===== src/rtl/fxp_pkg.sv =====
// rtl/fxp_pkg.sv - shared encodings and width helpers for the fixed-point multiplier
package fxp_pkg;

  typedef enum logic [1:0] {
    RND_TRUNC     = 2'd0,
    RND_HALF_UP   = 2'd1,
    RND_HALF_EVEN = 2'd2
  } rnd_mode_e;

  function automatic int prod_w(input int wi1, input int wf1, input int wi2, input int wf2);
    return wi1 + wf1 + wi2 + wf2;
  endfunction

  // Right-shift distance from the product binary point to the output binary point.
  function automatic int align_d(input int pf, input int wfo);
    return pf - wfo;
  endfunction

endpackage


===== src/rtl/fxp_round_sat.sv =====
// rtl/fxp_round_sat.sv - combinational align, round and saturate/wrap of a signed product
module fxp_round_sat
  import fxp_pkg::*;
#(
  parameter int PW     = 16,
  parameter int PF     = 12,
  parameter int WIO    = 2,
  parameter int WFO    = 6,
  parameter int SAT_EN = 1
) (
  input  logic signed [PW-1:0]      p,
  input  logic        [1:0]         rnd_mode,
  output logic        [WIO+WFO-1:0] res,
  output logic                      ovf
);

  localparam int D   = align_d(PF, WFO);
  localparam int LSH = (D < 0) ? -D : 0;
  localparam int RSH = (D > 0) ? D : 0;
  localparam int EW  = PW + LSH + 1;
  localparam int OW  = WIO + WFO;
  localparam int CW  = ((EW > OW) ? EW : OW) + 1;
  localparam int HB  = (RSH > 0) ? RSH - 1 : 0;
  localparam logic [EW-1:0] HALF = (RSH > 0) ? (EW'(1) << HB) : '0;

  logic signed [EW-1:0] pl;
  logic signed [EW-1:0] radd;
  logic signed [EW-1:0] sum;
  logic signed [EW-1:0] aligned;
  logic signed [CW-1:0] av;
  logic signed [CW-1:0] maxv;
  logic signed [CW-1:0] minv;

  // The extra top bit is the guard that keeps the rounding add from wrapping.
  assign pl = $signed({{(LSH+1){p[PW-1]}}, p}) <<< LSH;

  always_comb begin
    radd = '0;
    if (RSH > 0) begin
      case (rnd_mode)
        RND_HALF_UP:   radd = HALF;
        RND_HALF_EVEN: radd = HALF - EW'(1) + EW'(pl[RSH]);
        default:       radd = '0;
      endcase
    end
  end

  assign sum     = pl + radd;
  assign aligned = sum >>> RSH;
  assign av      = {{(CW-EW){aligned[EW-1]}}, aligned};
  assign maxv    = {{(CW-OW+1){1'b0}}, {(OW-1){1'b1}}};
  assign minv    = {{(CW-OW+1){1'b1}}, {(OW-1){1'b0}}};

  always_comb begin
    res = av[OW-1:0];
    ovf = 1'b0;
    if (av > maxv) begin
      ovf = 1'b1;
      if (SAT_EN != 0) res = maxv[OW-1:0];
    end else if (av < minv) begin
      ovf = 1'b1;
      if (SAT_EN != 0) res = minv[OW-1:0];
    end
  end

endmodule


===== src/rtl/fxp_mult_pipe.sv =====
// rtl/fxp_mult_pipe.sv - 3-stage valid/ready signed fixed-point multiplier with channel tag
module fxp_mult_pipe
  import fxp_pkg::*;
#(
  parameter int WI1    = 2,
  parameter int WF1    = 6,
  parameter int WI2    = 2,
  parameter int WF2    = 6,
  parameter int WIO    = 2,
  parameter int WFO    = 6,
  parameter int CH_W   = 3,
  parameter int SAT_EN = 1,
  parameter int CNT_W  = 8
) (
  input  logic                 CLK,
  input  logic                 RST_N,
  input  logic                 in_valid,
  output logic                 in_ready,
  input  logic [WI1+WF1-1:0]   in1,
  input  logic [WI2+WF2-1:0]   in2,
  input  logic [1:0]           rnd_mode,
  input  logic [CH_W-1:0]      ch_in,
  output logic                 out_valid,
  input  logic                 out_ready,
  output logic [WIO+WFO-1:0]   outMult,
  output logic [CH_W-1:0]      ch_out,
  output logic                 ovf,
  output logic                 ovf_sticky,
  output logic [CNT_W-1:0]     ovf_cnt,
  input  logic                 clr_ovf
);

  localparam int W1 = WI1 + WF1;
  localparam int W2 = WI2 + WF2;
  localparam int PW = prod_w(WI1, WF1, WI2, WF2);
  localparam int OW = WIO + WFO;

  logic                 v1, v2;
  logic [W1-1:0]        a1;
  logic [W2-1:0]        b1;
  logic [1:0]           m1, m2;
  logic [CH_W-1:0]      c1, c2;
  logic signed [PW-1:0] ax, bx, p2;
  logic                 adv1, adv2, adv3;
  logic [OW-1:0]        res_s3;
  logic                 ovf_s3;
  logic                 acc_ovf;

  // Each stage moves when it is empty or the stage after it is moving.
  assign adv3     = ~out_valid | out_ready;
  assign adv2     = ~v2 | adv3;
  assign adv1     = ~v1 | adv2;
  assign in_ready = adv1;

  assign ax = PW'($signed(a1));
  assign bx = PW'($signed(b1));

  fxp_round_sat #(
    .PW     (PW),
    .PF     (WF1 + WF2),
    .WIO    (WIO),
    .WFO    (WFO),
    .SAT_EN (SAT_EN)
  ) u_round_sat (
    .p        (p2),
    .rnd_mode (m2),
    .res      (res_s3),
    .ovf      (ovf_s3)
  );

  always_ff @(posedge CLK) begin
    if (adv1 && in_valid) begin
      a1 <= in1;
      b1 <= in2;
      m1 <= rnd_mode;
      c1 <= ch_in;
    end
    if (adv2 && v1) begin
      p2 <= ax * bx;
      m2 <= m1;
      c2 <= c1;
    end
  end

  always_ff @(posedge CLK) begin
    if (!RST_N) begin
      v1        <= 1'b0;
      v2        <= 1'b0;
      out_valid <= 1'b0;
      outMult   <= '0;
      ch_out    <= '0;
      ovf       <= 1'b0;
    end else begin
      if (adv1) v1 <= in_valid;
      if (adv2) v2 <= v1;
      if (adv3) begin
        out_valid <= v2;
        if (v2) begin
          outMult <= res_s3;
          ch_out  <= c2;
          ovf     <= ovf_s3;
        end
      end
    end
  end

  assign acc_ovf = out_valid & out_ready & ovf;

  // A simultaneous clear and overflow acceptance leaves exactly that one event recorded.
  always_ff @(posedge CLK) begin
    if (!RST_N) begin
      ovf_sticky <= 1'b0;
      ovf_cnt    <= '0;
    end else if (clr_ovf) begin
      ovf_sticky <= acc_ovf;
      ovf_cnt    <= acc_ovf ? CNT_W'(1) : '0;
    end else if (acc_ovf) begin
      ovf_sticky <= 1'b1;
      if (ovf_cnt != {CNT_W{1'b1}}) ovf_cnt <= ovf_cnt + CNT_W'(1);
    end
  end

endmodule


===== config.mk =====
export PLATFORM = sky130hd
export DESIGN_NAME = fxp_mult_pipe
export DESIGN_NICKNAME = d
export VERILOG_FILES = /design/src/rtl/fxp_pkg.sv /design/src/rtl/fxp_round_sat.sv /design/src/rtl/fxp_mult_pipe.sv
export SDC_FILE = /design/constraint.sdc
export NUM_CORES = 1
export LEC_CHECK = 0
export CAP_MARGIN = 15
export CORE_MARGIN = 2
export CORE_UTILIZATION = 34
export DETAILED_ROUTE_END_ITERATION = 12
export PLACE_DENSITY = 0.51
export SLEW_MARGIN = 30
export SYNTH_ARGS = -nofsm -noshare
export SYNTH_HDL_FRONTEND = slang
export SYNTH_SLANG_ARGS = --single-unit

===== constraint.sdc =====
create_clock -name CLK -period 4.9 [get_ports CLK]
set_input_delay 0.98 -clock CLK [delete_from_list [all_inputs] [get_ports CLK]]
set_output_delay 0.98 -clock CLK [all_outputs]
set_load 0.05 [all_outputs]

==> results list <==
- Status: complete, no violations
* Biggest cell delay along the critical path: about 0.66 ns
- Total track usage: 12.8%
- Number of antenna repair diodes: 0
* Clock root buffer master: clkbuf_16
- Mapped Nets: 599
- Worst hold slack: 0.414 ns
- Global-route met3 utilization: 3.57%
* Overall overflow remaining after global route: 0
* Post-layout min period: around 4.7 ns
- Async set-reset flop share out of synthesis: 0%
- Area overhead of the layout relative to synthesis: 21.0%
* Biggest area contributors in the synthesized netlist: edfxtp_1 (25%), fa_1 (22%), dfxtp_1 (9.5%), ha_1 (9.1%), inv_1 (6.6%)
* Post-CTS setup buffer count: 0
- Among all flip-flop cells after synthesis, the most frequent one is edfxtp_1.
- Average detailed-routed wire length per instance: approximately 13 um
* Number of max-cap violations: 0
* Avg Vias per Cell: 4.64
- STA puts the critical path data required time at 4.95 ns.
* Die area: 15900 sq um
- The worst setup path is of the reg -> reg kind.
- Final Hold Vio Count: 0
- The congestion estimate from routability-driven global placement came to a little over 0.8.
* Peak supply drop: 0.261 mV
- The synthesized design contains 42 enable-type register cells.
* Total negative setup slack: 0 ns
- slightly below 50 I/O pins were placed.
* Number of antenna-violating nets in the routed design: 0
* Depth of the worst hold-timing path: 0
* Leak Pwr: 2.60 nW
- In this run the power density over the cells is 535 nW/um^2.
- Worst flop-to-flop path startpoint: a1[7]
- Setup violations remaining at the end of the flow were counted as 0.
* Max-slew headroom: 63.7%
- Post-synth design cell area: 5070 sq um
* Number of buffer and inverter instances along the worst setup path: 4
* Critical path arrival: 4.72 ns
- Sum of net half-perimeters after detailed placement: 7950 um
* Critical Path End Type: flip-flop
* DR DRC count: 0
- In this run the number of H-tree levels came out at 3.
- The signal on the critical path passes through and2_1 -> fa_1 -> inv_1 -> fa_1 -> inv_1 -> fa_1 -> inv_1 -> fa_1 -> inv_1 -> ha_1 -> and3_1 -> a2111oi_1 -> o211ai_1.
* Pin count of the biggest net entering global routing: 20
- The final critical path takes up 95.2% of the cycle.
- The synthesized design spends more area on one cell type than any other, namely edfxtp_1.
- In this run, post-CTS hold repair placed 0 buffers.
* R2R cell count: 13
- TritonCTS clock tree: yes
- For this design, the sink count on the clock tree is 66.
* DRT iter0 DRCs: 143
- Vias: 3390
- For this run, global-route usage on met1 was measured as between 10% and 20%.
- Gate count of the mapped netlist: 481
* Kind of cell adding the most delay to the critical path: adder cells
- CTS Buf Count: 9
- First-pass detailed-route iteration total: 4
- Core Rows: between 40 and 50
* DIE WIDTH: approximately 130 um
- For met2 alone, demand over resource in global routing was 21.7%.
* Beginning of the worst hold path: m1[1]
- Clock latency at the later pin of the worst-skew pair: around 0.34 ns
- Number of warnings reported in the yosys synthesis log: 0
* Overall power of the completed layout: 3.28 mW
* Clk slew on worst S/H paths: 0.06 ns
- Antenna violations before repair: 0
- Highest achievable clock rate: 214 MHz
- Worst min path class: reg -> reg
- Sum of routed wire length over all layers: slightly below 10000 um
- The region available for standard cell placement spans 14500 sq um.
* Effective utilization at floorplan: 34.9%
- Share of final-layout standard cells stronger than drive strength 1: 4.58%
- In this run the biggest area consumer among cell types represents 24.9% of the synthesized area.
* Slowest cell on the critical path: fa_1
- Via count of the first global-routing pass: 3333
* First-pass GRT wire length: 16300 um
- Between clock sinks in the finished design, the worst skew comes to 0.00893 ns.
- In this run the number of cells on the critical path is 13.
- RSZ-0062 raised after global routing: no
- The net count of the finished layout is 659.
- Share of synthesized area occupied by flip-flops and latches: 34.3%
- The average instance in the mapped netlist occupies about 11 sq um.
- Floorplan die height: ~130 um
- Count of distinct cell types in the synthesized netlist: 45
- The count of buffers added on input and output ports is 48.
- Most heavily used metal layer in global routing: met2
- Counting along the longest clock path gives a buffer depth of 2.
* Final count of pins violating max slew: 0
- The most critical setup path has its startpoint at a1[7].
- Startpoint type of the worst setup path: flip-flop
- For the pin with the worst max-slew slack, the measured transition is 0.537 ns.
- Maximum fanout encountered on the critical timing path: 8
* Seq cells post-synth: 66
## cells in the mapped netlist, types with 6 or more instances
library cell and count:
a21oi_1 11, a31oi_1 7, and2_1 42, dfxtp_1 24, edfxtp_1 42, fa_1 55
ha_1 37, inv_1 89, nand2_1 26, nand2b_1 7, nand3_1 7, nor2_1 25
nor2b_1 8, nor3_1 7, o21a_1 8, o21ai_0 12, or3_1 6, xnor2_1 15
xor2_1 6
## metrics by stage
step	utilization (%)	std cells	cell area (sq um)	setup slack (ns)
after global routing	42.2	730	6140	0.0300
final	42.2	730	6140	0.236
after global placement	40.0	714	5810	0.339
after floorplan	-	481	5070	0.587
after CTS	42.2	730	6140	0.258
after detailed placement	40.0	714	5810	0.269
## per-layer routing
| layer | vias to the layer above | routed length, um |
|---|---|---|
| li1 | 1704 | - |
| met1 | 1597 | 4450 |
| met2 | 77 | 4610 |
| met3 | 12 | 423 |
| met4 | 0 | 135 |
| met5 | - | 0 |
## power by group
part           total, mW  internal, mW  switching (mW)
Sequential         0.852         0.773          0.0794
Clock              0.672         0.434           0.238
Combinational       1.76         0.824           0.936
## state kept, by name, summed over array words and instances (netlist names)
| register | flops |
|---|---|
| v2 | 1 |
| b1 | 8 |
| m2 | 2 |
| v1 | 1 |
| m1 | 2 |
| ovf_sticky | 1 |
| c1 | 3 |
| ch_out | 3 |
| ovf | 1 |
| outMult | 8 |
| a1 | 8 |
| p2 | 16 |
| c2 | 3 |
| ovf_cnt | 8 |
| out_valid | 1 |
## cell usage in the layout, fill, tap and decap left out, types with 2 or more instances in the layout
master,n
inv_1,89
fa_1,55
clkdlybuf4s50_1,48
and2_1,42
edfxtp_1,42
ha_1,37
nand2_1,26
nor2_1,25
dfxtp_1,24
xnor2_1,15
o21ai_0,12
clkbuf_16,12
a21oi_1,11
o21a_1,8
nor2b_1,8
nand2b_1,7
nor3_1,7
nand3_1,7
or3_1,6
a31oi_1,6
xor2_1,6
a21o_1,5
a211oi_1,4
a21boi_0,4
and3_1,3
nand4_1,3
o22ai_1,3
buf_4,3
or2_2,2
o211ai_1,2
nand4b_1,2
## what timing repair did
item | in CTS | in global routing
gates resized for setup | 0 | 1
setup endpoints to repair | 0 | 1
hold endpoints to repair | 0 | 0
## final timing paths
kind	to	slack [ns]
hold reg to reg	m2[1]	0.41
setup reg to reg	p2[14]	0.24
hold / removal	m2[1]	0.41
setup / recovery	p2[14]	0.24
## kinds of logic after synthesis
family | count (synthesis) | share of synthesized area [%]
and+or+nand+nor | 142 | 14.9
adders and majority gates | 92 | 30.8
buffers and inverters | 91 | 6.73
AOI/OAI and AO/OA | 68 | 9.42
DFF | 66 | 34.3
xor gates and xnor gates | 21 | 3.62
muxes | 1 | 0.197
## final cells by class
class	instances	area, sq um
clock inverters	4	26.3
well taps	184	230
flip-flops and latches	66	1740
repair buffers	51	503
clock buffers	12	300
multi-input cells	324	3000
inverters	89	334
fillers	1406	8400
(Power assumes the default switching activity.)
